--- config.mk ---
export PLATFORM = sky130hd
export DESIGN_NAME = branch_hazard_forward_unit
export DESIGN_NICKNAME = d
export VERILOG_FILES = /design/src/rtl/branch_hazard_forward_unit.sv
export SDC_FILE = /design/constraint.sdc
export NUM_CORES = 1
export LEC_CHECK = 0
export ABC_AREA = 1
export BUFFER_PORTS_ARGS = -buffer_cell sky130_fd_sc_hd__buf_2
export CORE_MARGIN = 5
export CORE_UTILIZATION = 47
export CTS_CLUSTER_DIAMETER = 80
export DETAILED_ROUTE_END_ITERATION = 12
export GPL_ROUTABILITY_DRIVEN = 0
export PLACE_DENSITY = 0.87
export SETUP_SLACK_MARGIN = 0.15
export SKIP_LAST_GASP = 1
export SLEW_MARGIN = 0
export SYNTH_ARGS = -nofsm -noshare
export SYNTH_HDL_FRONTEND = slang
export SYNTH_SLANG_ARGS = --single-unit
--- constraint.sdc ---
create_clock -name clk -period 3.2 [get_ports clk]
set_clock_uncertainty 0.05 [all_clocks]
set_input_delay 0.48 -clock clk [delete_from_list [all_inputs] [get_ports clk]]
set_output_delay 0.48 -clock clk [all_outputs]
set_load 0.01 [all_outputs]
--- src/rtl/branch_hazard_forward_unit.sv ---
// ID-stage branch operand hazard unit: bypass select plus stall sequencer for branches resolved in ID.
// Optional macro BRANCH_HAZARD_STATS_EN adds saturating stall / forward-event counters.
module branch_hazard_forward_unit #(
  parameter int REG_ADDR_W = 5,
  parameter int NUM_SRC    = 2,
  parameter int STAT_W     = 16
) (
  input  logic                          clk,
  input  logic                          rst_n,
  input  logic                          id_valid,
  input  logic                          id_is_branch,
  input  logic                          id_kill,
  input  logic [NUM_SRC*REG_ADDR_W-1:0] id_src_addr,
  input  logic [NUM_SRC-1:0]            id_src_used,
  input  logic                          ex_reg_write,
  input  logic                          ex_mem_read,
  input  logic [REG_ADDR_W-1:0]         ex_rd,
  input  logic                          mem_reg_write,
  input  logic                          mem_mem_read,
  input  logic [REG_ADDR_W-1:0]         mem_rd,
  input  logic                          wb_reg_write,
  input  logic [REG_ADDR_W-1:0]         wb_rd,
  output logic [2*NUM_SRC-1:0]          fwd_sel,
  output logic                          stall,
  output logic                          bubble_ex,
  output logic                          busy
`ifdef BRANCH_HAZARD_STATS_EN
  ,
  output logic [STAT_W-1:0]             stat_stall_cycles,
  output logic [STAT_W-1:0]             stat_fwd_events
`endif
);

  typedef enum logic {IDLE, STALL} state_t;

  state_t                  state_q, state_d;
  logic [1:0]              cnt_q, cnt_d;
  logic [1:0]              need;
  logic [1:0]              need_i;
  logic [2*NUM_SRC-1:0]    fwd_raw;
  logic [REG_ADDR_W-1:0]   src;
  logic                    e_hit, m_hit, w_hit;
  logic                    stall_fsm;

  always_comb begin
    need    = 2'd0;
    fwd_raw = '0;
    src     = '0;
    e_hit   = 1'b0;
    m_hit   = 1'b0;
    w_hit   = 1'b0;
    need_i  = 2'd0;
    for (int i = 0; i < NUM_SRC; i++) begin
      src   = id_src_addr[i*REG_ADDR_W +: REG_ADDR_W];
      e_hit = id_src_used[i] && ex_reg_write  && (ex_rd  != '0) && (ex_rd  == src);
      m_hit = id_src_used[i] && mem_reg_write && (mem_rd != '0) && (mem_rd == src);
      w_hit = id_src_used[i] && wb_reg_write  && (wb_rd  != '0) && (wb_rd  == src);
      if (e_hit && ex_mem_read)       need_i = 2'd2;
      else if (e_hit)                 need_i = 2'd1;
      else if (m_hit && mem_mem_read) need_i = 2'd1;
      else                            need_i = 2'd0;
      if (need_i > need) need = need_i;
      // Most recent producer wins: a MEM ALU result shadows an older WB value.
      if (m_hit && !mem_mem_read) fwd_raw[2*i +: 2] = 2'b10;
      else if (w_hit)             fwd_raw[2*i +: 2] = 2'b01;
      else                        fwd_raw[2*i +: 2] = 2'b00;
    end
    if (!(id_valid && id_is_branch && !id_kill)) need = 2'd0;
  end

  always_comb begin
    state_d   = state_q;
    cnt_d     = cnt_q;
    stall_fsm = 1'b0;
    if (id_kill) begin
      state_d = IDLE;
      cnt_d   = 2'd0;
    end else if (state_q == STALL && cnt_q != 2'd0) begin
      stall_fsm = 1'b1;
      cnt_d     = cnt_q - 2'd1;
    end else if (need != 2'd0) begin
      // Re-evaluation also happens at the end of a stall run, so a residual hazard reloads here.
      stall_fsm = 1'b1;
      state_d   = STALL;
      cnt_d     = need - 2'd1;
    end else begin
      state_d = IDLE;
      cnt_d   = 2'd0;
    end
  end

  assign stall     = stall_fsm & rst_n;
  assign bubble_ex = stall;
  assign busy      = (state_q == STALL);
  assign fwd_sel   = (stall || !id_is_branch) ? '0 : fwd_raw;

  always_ff @(posedge clk or negedge rst_n) begin
    if (!rst_n) begin
      state_q <= IDLE;
      cnt_q   <= 2'd0;
    end else begin
      state_q <= state_d;
      cnt_q   <= cnt_d;
    end
  end

`ifdef BRANCH_HAZARD_STATS_EN
  logic [STAT_W-1:0] stat_stall_q, stat_stall_d;
  logic [STAT_W-1:0] stat_fwd_q, stat_fwd_d;

  always_comb begin
    stat_stall_d = stat_stall_q;
    stat_fwd_d   = stat_fwd_q;
    if (stall && stat_stall_q != '1) stat_stall_d = stat_stall_q + 1'b1;
    if (!stall && id_is_branch && (fwd_sel != '0) && stat_fwd_q != '1)
      stat_fwd_d = stat_fwd_q + 1'b1;
  end

  always_ff @(posedge clk or negedge rst_n) begin
    if (!rst_n) begin
      stat_stall_q <= '0;
      stat_fwd_q   <= '0;
    end else begin
      stat_stall_q <= stat_stall_d;
      stat_fwd_q   <= stat_fwd_d;
    end
  end

  assign stat_stall_cycles = stat_stall_q;
  assign stat_fwd_events   = stat_fwd_q;
`endif

endmodule

==> results of run 1 <==
==> critical path: cells and delay by family <==
kind | cells | cell delay (ps)
AND/OR/NAND/NOR | 10 | 910
buffers and inverters | 5 | 480
adder cells (fa/ha/maj) | 1 | 280
AO/OA/AOI/OAI | 1 | 190
==> power by group <==
part / internal [mW] / total (mW) / switching (mW)
registers: 0.0383 / 0.0384 / 0.0000822
clock network: 0.0470 / 0.0709 / 0.0239
logic: 0.0455 / 0.114 / 0.0687
==> stage by stage <==
step | setup slack (ps) | util
CTS | 210 | 0.635
global placement | 279 | 0.616
finish | 318 | 0.649
floorplan | 508 | -
global route | 136 | 0.649
detailed placement | 215 | 0.616
==> layout make-up <==
class | instances | area (um2) | area share
clock buffers | 4 | 26.3 | 0.0206
inverters | 38 | 143 | 0.112
multi-input cells | 136 | 769 | 0.605
repair buffers | 44 | 225 | 0.177
well taps | 27 | 33.8 | 0.0265
flip-flops and latches | 3 | 75.1 | 0.0590
==> cells in the final DEF, fill, tap and decap left out, types with 2 or more instances in the layout <==
cell type,instances
xnor2_1,4
a21oi_1,5
o22ai_1,5
nand3_1,12
o21ai_0,2
o211ai_1,2
nand3_2,2
nand2_1,58
ha_1,4
o21ai_1,2
nor4_1,2
inv_2,9
clkbuf_4,3
inv_1,28
nor2_2,10
nor2_1,10
nand2_4,3
buf_2,43
nand2_2,4
dfrtp_1,3
==> worst max path at each step <==
stage                   startpoint          to  slack, ps  cells past startpoint
finish              id_src_addr[2]  fwd_sel[1]        320                     17
global route        id_src_addr[2]  fwd_sel[0]        140                     20
CTS                       ex_rd[4]  fwd_sel[1]        210                     19
detailed placement        ex_rd[4]  fwd_sel[1]        210                     19
global placement          ex_rd[4]  fwd_sel[1]        280                     19
floorplan                 ex_rd[4]       stall        510                     17
==> kinds of logic (layout without fill, tap and decap cells) <==
kind of cell / count (synthesis) / count (layout) / share of synthesized area
AOI/OAI and AO/OA: 22 / 22 / 0.151
buffers and inverters: 39 / 86 / 0.155
DFF: 3 / 3 / 0.0776
xor gates and xnor gates: 4 / 4 / 0.0362
and+or+nand+nor: 106 / 106 / 0.528
adders and majority gates: 4 / 4 / 0.0517
==> timing repair <==
item | CTS | global route
hold buffers | 1 | 0
hold endpoints to repair | 2 | 0
resized for setup | 0 | 9
buffers inserted | 0 | 0
setup endpoints to repair | 0 | 6
==> per-layer routing <==
metal,track usage,up-vias
li1,-,657
met1,0.193,513
met2,0.340,29
met3,0.0256,5
met4,0.0625,0
met5,0,-
==> state kept, by name (all words and copies together), names as in the netlist <==
name,count
busy,1
cnt_q,2
==> impl_metrics.csv, run 1 <==
group,metric,value,unit
outcome,run_status,"finished clean",
synth,synth_ff_type,"dfrtp_1",
clock_network,cts_sinks,3,
min_path,hold_path_class,"reg2reg",
global_routing,grt_pass1_wl,4.46,mm
die,die_area,0.00307,mm2
worst_setup_path,r2r_slack,1950,ps
worst_setup_path,ff2ff_path_depth,7,
sta,tightestPinTransition,590,ps
layout,final_cell_area,0.00127,mm2
die,die_h,55.4,um
clock_network,cts_tree,"done",
worst_setup_path,end_kind,"output port",
synth,postSynthCellCount,178,
routing,routed_wl,2.73,mm
routing,vias_per_cell,4.78,
sta,fin_setup_tns,0,ps
sta,setup_viol,0,
clock_network,htreeDepth,1,
worst_setup_path,reg2reg_from,"cnt_q[0]",
layout,num_antenna_cells,0,
global_routing,overflow,0,
synth,ys_ff_latch,3,
clock_network,clk_latency,250,ps
layout,fillers,202,
layout,syn_to_final_growth,31.6,%
die,ios,44,
synth,syn-cell-area,967,um2
synth,async_flop_share,1.00,
min_path,holdPathStages,1,
worst_setup_path,crit_type,"in2out",
die,die_w,55.4,um
sta,holdWs,417,ps
global_routing,grt_pass1_vias,1137,
worst_setup_path,crit_fanout,4,
run,drv_cap,0,
synth,synth_top_cell_by_area,"nand2_1",
global_routing,grt_max_degree,7,
worst_setup_path,path_cells,"buf_2 > inv_1 > nor2_1 > nor3_4 > nand4_2 > nand2_2 > inv_1 > ha_1 > a22oi_2 > inv_1 > nand2_2 > nand3_4 > nand2_4 > nand2_4 > nand2_4 > nor2_2 > buf_2",
min_path,hp-start,"cnt_q[0]",
placed_design,port_buffers,43,
routing,routed.top_layer,"met4",
routing,first_pass_iters,5,
worst_setup_path,max_stage_delay,280,ps
sta,hold_viol_final,0,
pwr,p_total,0.223,mW
clock_network,cts.clk_slew.worst_paths,40,ps
routing,drc,0,
synth,yosysMostFrequentCell,"nand2_1",
sta,rsz0062_at_grt,"false",
sta,post-route-period-util,0.901,
synth,syn-num-nets,219,
routing,ant_nets,0,
pwr,irDropWorstVdd,111,uV
synth,ys_warn_count,0,
placed_design,placed_cell_area,0.00121,mm2
sta,min_period,2880,ps
global_routing,antenna_found_initial,0,
layout,final_cells,252,
synth,synth.top_cell.area_share,0.225,
worst_setup_path,r2r-end,"cnt_q[1]",
pwr,cellLeakagePower,0.718,nW
synth,postSynthAreaPerCell,5.43,um2
layout,fin_nets,267,
routing,drt-met1-wl,1.15,mm
pwr,powerDensity,176,mW/mm2
placed_design,dp_cells,247,
worst_setup_path,start_kind,"input pin",
die,start_util,0.493,
placed_design,dp.final_hpwl,2.41,mm
min_path,hold_end,"cnt_q[0]",
sta,drv_slew,0,
die,coreArea,0.00196,mm2
clock_network,cts_buffers,3,
worst_setup_path,crit_required,2670,ps
synth,seq_area_frac_synth,0.0776,
die,fp-row-count,16,
routing,route.met2.wl,1.42,mm
routing,met3_length,113,um
routing,vias,1204,
sta,slew_headroom,0.597,
clock_network,clockBufferDepth,2,
worst_setup_path,cp_slowest_cell,"ha_1",
routing,routedWlPerCell,10.8,um
synth,yosys-top-cells-area,"nand2_1, inv_1, dfrtp_1",
layout,final_layout_size_suffix_gt1_frac,0.360,
synth,synthTopCellsByCount,"nand2_1, inv_1, nor2_1",
clock_network,cts-root-buf,"clkbuf_4",
worst_setup_path,critPathArrivalTime,2350,ps
sta,fmax,347,MHz
routing,detail_route.iter0.violations,30,
synth,synth-edff-count,0,
global_routing,track_usage,0.177,
synth,synth_cell_types,30,
Note: power is estimated with default switching activity, not from simulation.
==> run 2, diff against run 1 <==
CELL_PAD_IN_SITES_DETAIL_PLACEMENT = 0   (was default)
CELL_PAD_IN_SITES_GLOBAL_PLACEMENT = 2   (was default)
CORE_UTILIZATION = 22   (was 47)
GPL_ROUTABILITY_DRIVEN = default   (was 0)
==> run 2 against run 1 <==
Net effect:
- register-to-register slack better by 30 ps
- routed wire length up 15%
- first-iteration DRC count up 47%
- sequential power about the same
- maximum frequency down 1.1%
- clock-buffer cell count unchanged
- critical path depth unchanged
- flip-flop and latch count unchanged
- die area up 90%
- critical endpoint unchanged
==> impl_metrics.csv, run 2 (synthesis gave the netlist of run 1 again) <==
group,metric,value,unit
pwr,swShare,0.365,
global_routing,grt_max_degree,7,
die,fp-row-count,24,
worst_setup_path,cp-startpoint,"id_src_addr[2]",
clock_network,htreeDepth,1,
die,ios,44,
routing,routed_wl,3.14,mm
routing,first_pass_iters,4,
sta,fmax,343,MHz
worst_setup_path,max_stage_delay,270,ps
sta,slew_headroom,0.640,
layout,num_antenna_cells,0,
layout,fillers,535,
layout,final_cell_mix,"nand2_1, buf_2, inv_1, nand3_1, nor2_2",
pwr,irDropWorstVdd,66.0,uV
pwr,p_int,0.168,mW
layout,largest_reg_flops,2,
routing,ant_nets,0,
die,die_area,0.00582,mm2
pwr,p_total,0.264,mW
worst_setup_path,crit_fanout,4,
worst_setup_path,reg2reg_from,"cnt_q[0]",
layout,final_cells,277,
layout,fin_nets,267,
pwr,cellLeakagePower,0.729,nW
global_routing,antenna_found_initial,0,
clock_network,cts.clk_slew.worst_paths,30,ps
placed_design,dp.final_hpwl,2.85,mm
pwr,combPwrFrac,0.432,
worst_setup_path,cp_top_family,"simple AND/OR/NAND/NOR gates",
routing,detail_route.iter0.violations,44,
sta,post-route-period-util,0.911,
placed_design,place.gp.congestion,0.845,
clock_network,cts-root-buf,"clkbuf_8",
clock_network,clk_latency,220,ps
layout,syn_to_final_growth,35.4,%
pwr,p_seq_frac,0.145,
die,die_h,76.3,um
routing,drc,0,
die,start_util,0.224,
die,coreArea,0.00432,mm2
routing,vias,1223,
outcome,run_status,"finished clean",
global_routing,grt_pass1_vias,1170,
pwr,clkPwrFrac,0.423,
worst_setup_path,path_cells,"buf_2 > inv_1 > nor2_1 > nor3_4 > nand4_2 > nand2_2 > inv_1 > ha_1 > a22oi_2 > inv_1 > nand2_2 > nand3_4 > nand2_4 > nand2_4 > nand2_4 > nor2_2 > buf_2",
routing,vias_per_cell,4.42,
global_routing,overflow,0,
layout,final_layout_size_suffix_gt1_frac,0.364,
clock_network,cts_tree,"done",
worst_setup_path,crit_required,2670,ps
run,drv_cap,0,
clock_network,clockBufferDepth,2,
routing,routedWlPerCell,11.3,um
sta,fin_setup_tns,0,ps
placed_design,pre_cts_ws,212,ps
worst_setup_path,critPathArrivalTime,2390,ps
sta,drv_slew,0,
die,die_w,76.3,um
sta,tightestPinTransition,526,ps
sta,layout_setup_ws,285,ps
global_routing,track_usage,0.107,
layout,max_flop_register,"cnt_q",
pwr,p_switching,0.0964,mW
clock_network,holdBufCountCts,0,
worst_setup_path,crit_type,"in2out",
worst_setup_path,worst-path-buf-inv,5,
clock_network,cts_sinks,3,
clock_network,cts_buffers,3,
placed_design,port_buffers,43,
sta,min_period,2920,ps
layout,final_common_cell,"nand2_1",
placed_design,dp_cells,272,
worst_setup_path,start_kind,"input pin",
min_path,hold_path_class,"in2async",
worst_setup_path,end_kind,"output port",
sta,setup_viol,0,
pwr,powerDensity,202,mW/mm2
worst_setup_path,cp_slowest_cell,"ha_1",
global_routing,grt_pass1_wl,5.23,mm
sta,rsz0062_at_grt,"false",
sta,hold_viol_final,0,
==> run 2: worst paths after layout <==
check,slack [ps],cells after the start,end
worst max-delay path,280,17,fwd_sel[1]
worst min register to register,430,1,cnt_q[0]
worst max register to register,1980,7,cnt_q[0]
max in group asynchronous,2950,1,cnt_q[0]
worst min-delay path,20,1,cnt_q[1]
min in group clk,430,1,cnt_q[0]
==> run 2: power by group through the flow <==
stage	clock (mW)	combinational, mW	sequential [mW]
CTS	0.115	0.113	0.0385
floorplan	0	0.0607	0.0390
global placement	0	0.114	0.0389
detailed placement	0	0.112	0.0389
finish	0.112	0.114	0.0385
global route	0.114	0.130	0.0385
==> run 2: layout make-up <==
class	count	area, um2	share of cell area
inverter	38	143	0.109
timing repair buffer	44	223	0.170
multi-input combinational	136	759	0.580
sequential	3	75.1	0.0573
clock buffer	4	45.0	0.0344
tap	52	65.1	0.0497
==> run 2: timing repair <==
item | CTS | global route
hold endpoints to repair | 0 | 0
buffers inserted | 0 | 1
endpoints found under the setup margin | 0 | 6
resized for setup | 0 | 8
==> run 2: metal layers <==
metal	vias to the layer above	wire length [um]	track usage
met2	39	1530	0.184
met3	3	140	0.0177
met5	-	0	0
li1	655	-	-
met4	0	33	0.0350
met1	526	1440	0.135
==> run 2: metrics by stage <==
stage	hold slack (ps)	utilization	instance area, um2
2_1_floorplan	134	-	967
3_3_place_gp	253	0.287	1240
3_5_place_dp	249	0.287	1240
4_1_cts	16.2	0.297	1280
5_1_grt	30.6	0.303	1310
6_report	19.6	0.303	1310
==> run 3, diff against run 2 <==
BUFFER_PORTS_ARGS = default   (was -buffer_cell sky130_fd_sc_hd__buf_2)
CELL_PAD_IN_SITES_DETAIL_PLACEMENT = 2   (was 0)
CORE_UTILIZATION = 29   (was 22)
DONT_BUFFER_PORTS = 1   (was default)
PLACE_DENSITY = 0.85   (was 0.87)
==> run 3 against run 2 <==
Net effect:
- routed wire length rose by 13%
- die area fell by 21%
- sequential power barely moved
- setup slack improved by 120 ps
- utilization rose by 1.9 points
- critical path depth fell by 2
- clock power fell by 42%
- critical path type unchanged
==> impl_metrics.csv, run 3 (synthesis gave the netlist of run 1 again) <==
group,metric,value,unit
outcome,run_status,"finished clean",
run,drv_cap,0,
layout,fin_nets,224,
sta,drv_slew,0,
routing,routedWlPerCell,15.6,um
placed_design,port_buffers,0,
layout,final_cell_area,0.00106,mm2
sta,tightestPinTransition,450,ps
clock_network,cts_buffers,3,
sta,rsz0062_at_grt,"false",
placed_design,dp_cells,223,
layout,final_layout_size_suffix_gt1_frac,0.170,
worst_setup_path,end_kind,"output port",
clock_network,clockBufferDepth,2,
global_routing,grt_max_degree,7,
sta,slew_headroom,0.693,
min_path,holdPathStages,3,
die,coreArea,0.00328,mm2
pwr,p_total,0.182,mW
clock_network,htreeDepth,1,
routing,ant_nets,0,
routing,first_pass_iters,3,
worst_setup_path,ff2ff_path_depth,7,
worst_setup_path,start_kind,"input pin",
routing,drc,0,
die,die_area,0.00459,mm2
routing,vias_per_cell,4.95,
clock_network,cts_setup_buffers,0,
layout,largest_reg_flops,2,
global_routing,antenna_found_initial,0,
worst_setup_path,r2r-end,"cnt_q[1]",
worst_setup_path,max_stage_delay,280,ps
worst_setup_path,crit_path_frequent_cell,"nand2_4",
placed_design,placed_cell_area,0.00102,mm2
placed_design,place.gp.congestion,0.797,
worst_setup_path,crit_required,2670,ps
clock_network,cts_tree,"done",
die,ios,44,
worst_setup_path,r2r_slack,1950,ps
global_routing,grt_pass1_wl,5.77,mm
clock_network,cts.clk_slew.worst_paths,30,ps
min_path,hold_end,"cnt_q[0]",
die,die_w,67.8,um
die,die_h,67.8,um
global_routing,track_usage,0.167,
layout,fillers,426,
die,start_util,0.294,
worst_setup_path,critPathArrivalTime,2260,ps
sta,post-route-period-util,0.872,
clock_network,cts-root-buf,"clkbuf_4",
sta,fmax,358,MHz
routing,routed_wl,3.55,mm
layout,final_cells,228,
clock_network,clk_latency,230,ps
die,fp-row-count,21,
global_routing,grt_pass1_vias,1338,
clock_network,cts_sinks,3,
worst_setup_path,cp_slowest_cell,"ha_1",
sta,hold_viol_final,0,
min_path,hp-start,"id_kill",
pwr,irDropWorstVdd,52.8,uV
sta,holdWs,425,ps
layout,syn_to_final_growth,9.44,%
placed_design,dp.final_hpwl,3.28,mm
worst_setup_path,path_cells,"inv_1 > nand3_1 > nor2_1 > nor2_1 > nand4_2 > nand2_2 > inv_1 > ha_1 > a22oi_2 > nand2_2 > nand3_4 > nand2_4 > nand2_4 > nand2_4 > nor2_2",
layout,num_antenna_cells,0,
min_path,hold_path_class,"in2reg",
layout,final_cell_mix,"nand2_1, inv_1, nor2_1, nand3_1, inv_2",
sta,setup_viol,0,
sta,min_period,2790,ps
routing,detail_route.iter0.violations,6,
worst_setup_path,crit_type,"in2out",
worst_setup_path,crit_fanout,4,
pwr,powerDensity,172,mW/mm2
global_routing,overflow,0,
pwr,cellLeakagePower,0.538,nW
sta,fin_setup_tns,0,ps
routing,vias,1129,
layout,max_flop_register,"cnt_q",
layout,final_common_cell,"nand2_1",
worst_setup_path,reg2reg_from,"cnt_q[0]",
[run 3: changes by cell type in the layout (fill, tap and decap cells not counted), sizes merged]
cell         delta
buf            -44
dlygate4sd3     +1
[run 3: where the power goes]
part	leakage, nW	switching, mW	internal [mW]
registers	0.0419	0.000197	0.0383
clock network	0.0150	0.0187	0.0467
logic	0.481	0.0480	0.0297
[run 3: routing by layer]
| layer | share of wire | GRT usage |
|---|---|---|
| met4 | 0.0031 | 0.0405 |
| met2 | 0.55 | 0.338 |
| met1 | 0.38 | 0.165 |
| met3 | 0.069 | 0.0433 |
| met5 | 0 | 0 |
[run 3: how the worst max path moves through the flow]
stage                  start    endpoint  slack, ps  cells past startpoint
CTS                 ex_rd[4]  fwd_sel[0]        310                     16
floorplan           ex_rd[4]       stall        510                     17
global placement    ex_rd[4]       stall        460                     16
finish              ex_rd[4]  fwd_sel[0]        410                     15
detailed placement  ex_rd[4]       stall        310                     15
global route        ex_rd[4]       stall        210                     16
[run 3: metrics by stage]
| stage | setup slack [ps] | utilization |
|---|---|---|
| 6_report | 408 | 0.322 |
| 5_1_grt | 208 | 0.322 |
| 4_1_cts | 312 | 0.321 |
| 3_5_place_dp | 310 | 0.310 |
| 3_3_place_gp | 458 | 0.310 |
| 2_1_floorplan | 508 | - |
[run 3: worst max-delay path: cells and delay by family]
| kind | cells | cell delay, ps |
|---|---|---|
| AOI/OAI and AO/OA | 1 | 210 |
| adders and majority gates | 1 | 280 |
| and+or+nand+nor | 11 | 1180 |
| buffers and inverters | 2 | 110 |
[run 3: area by class of cell]
cell class / instances / area (um2) / area share
Tap cell: 46 / 57.6 / 0.0544
Clock buffer: 4 / 26.3 / 0.0248
Multi-Input combinational cell: 136 / 747 / 0.706
Inverter: 38 / 143 / 0.135
Timing Repair Buffer: 1 / 10.0 / 0.00946
Sequential cell: 3 / 75.1 / 0.0709
[run 3: what timing repair did]
item,CTS,global route
endpoints found under the hold margin,3,0
resized for setup,0,1
setup endpoints to repair,0,6
hold buffers,1,0
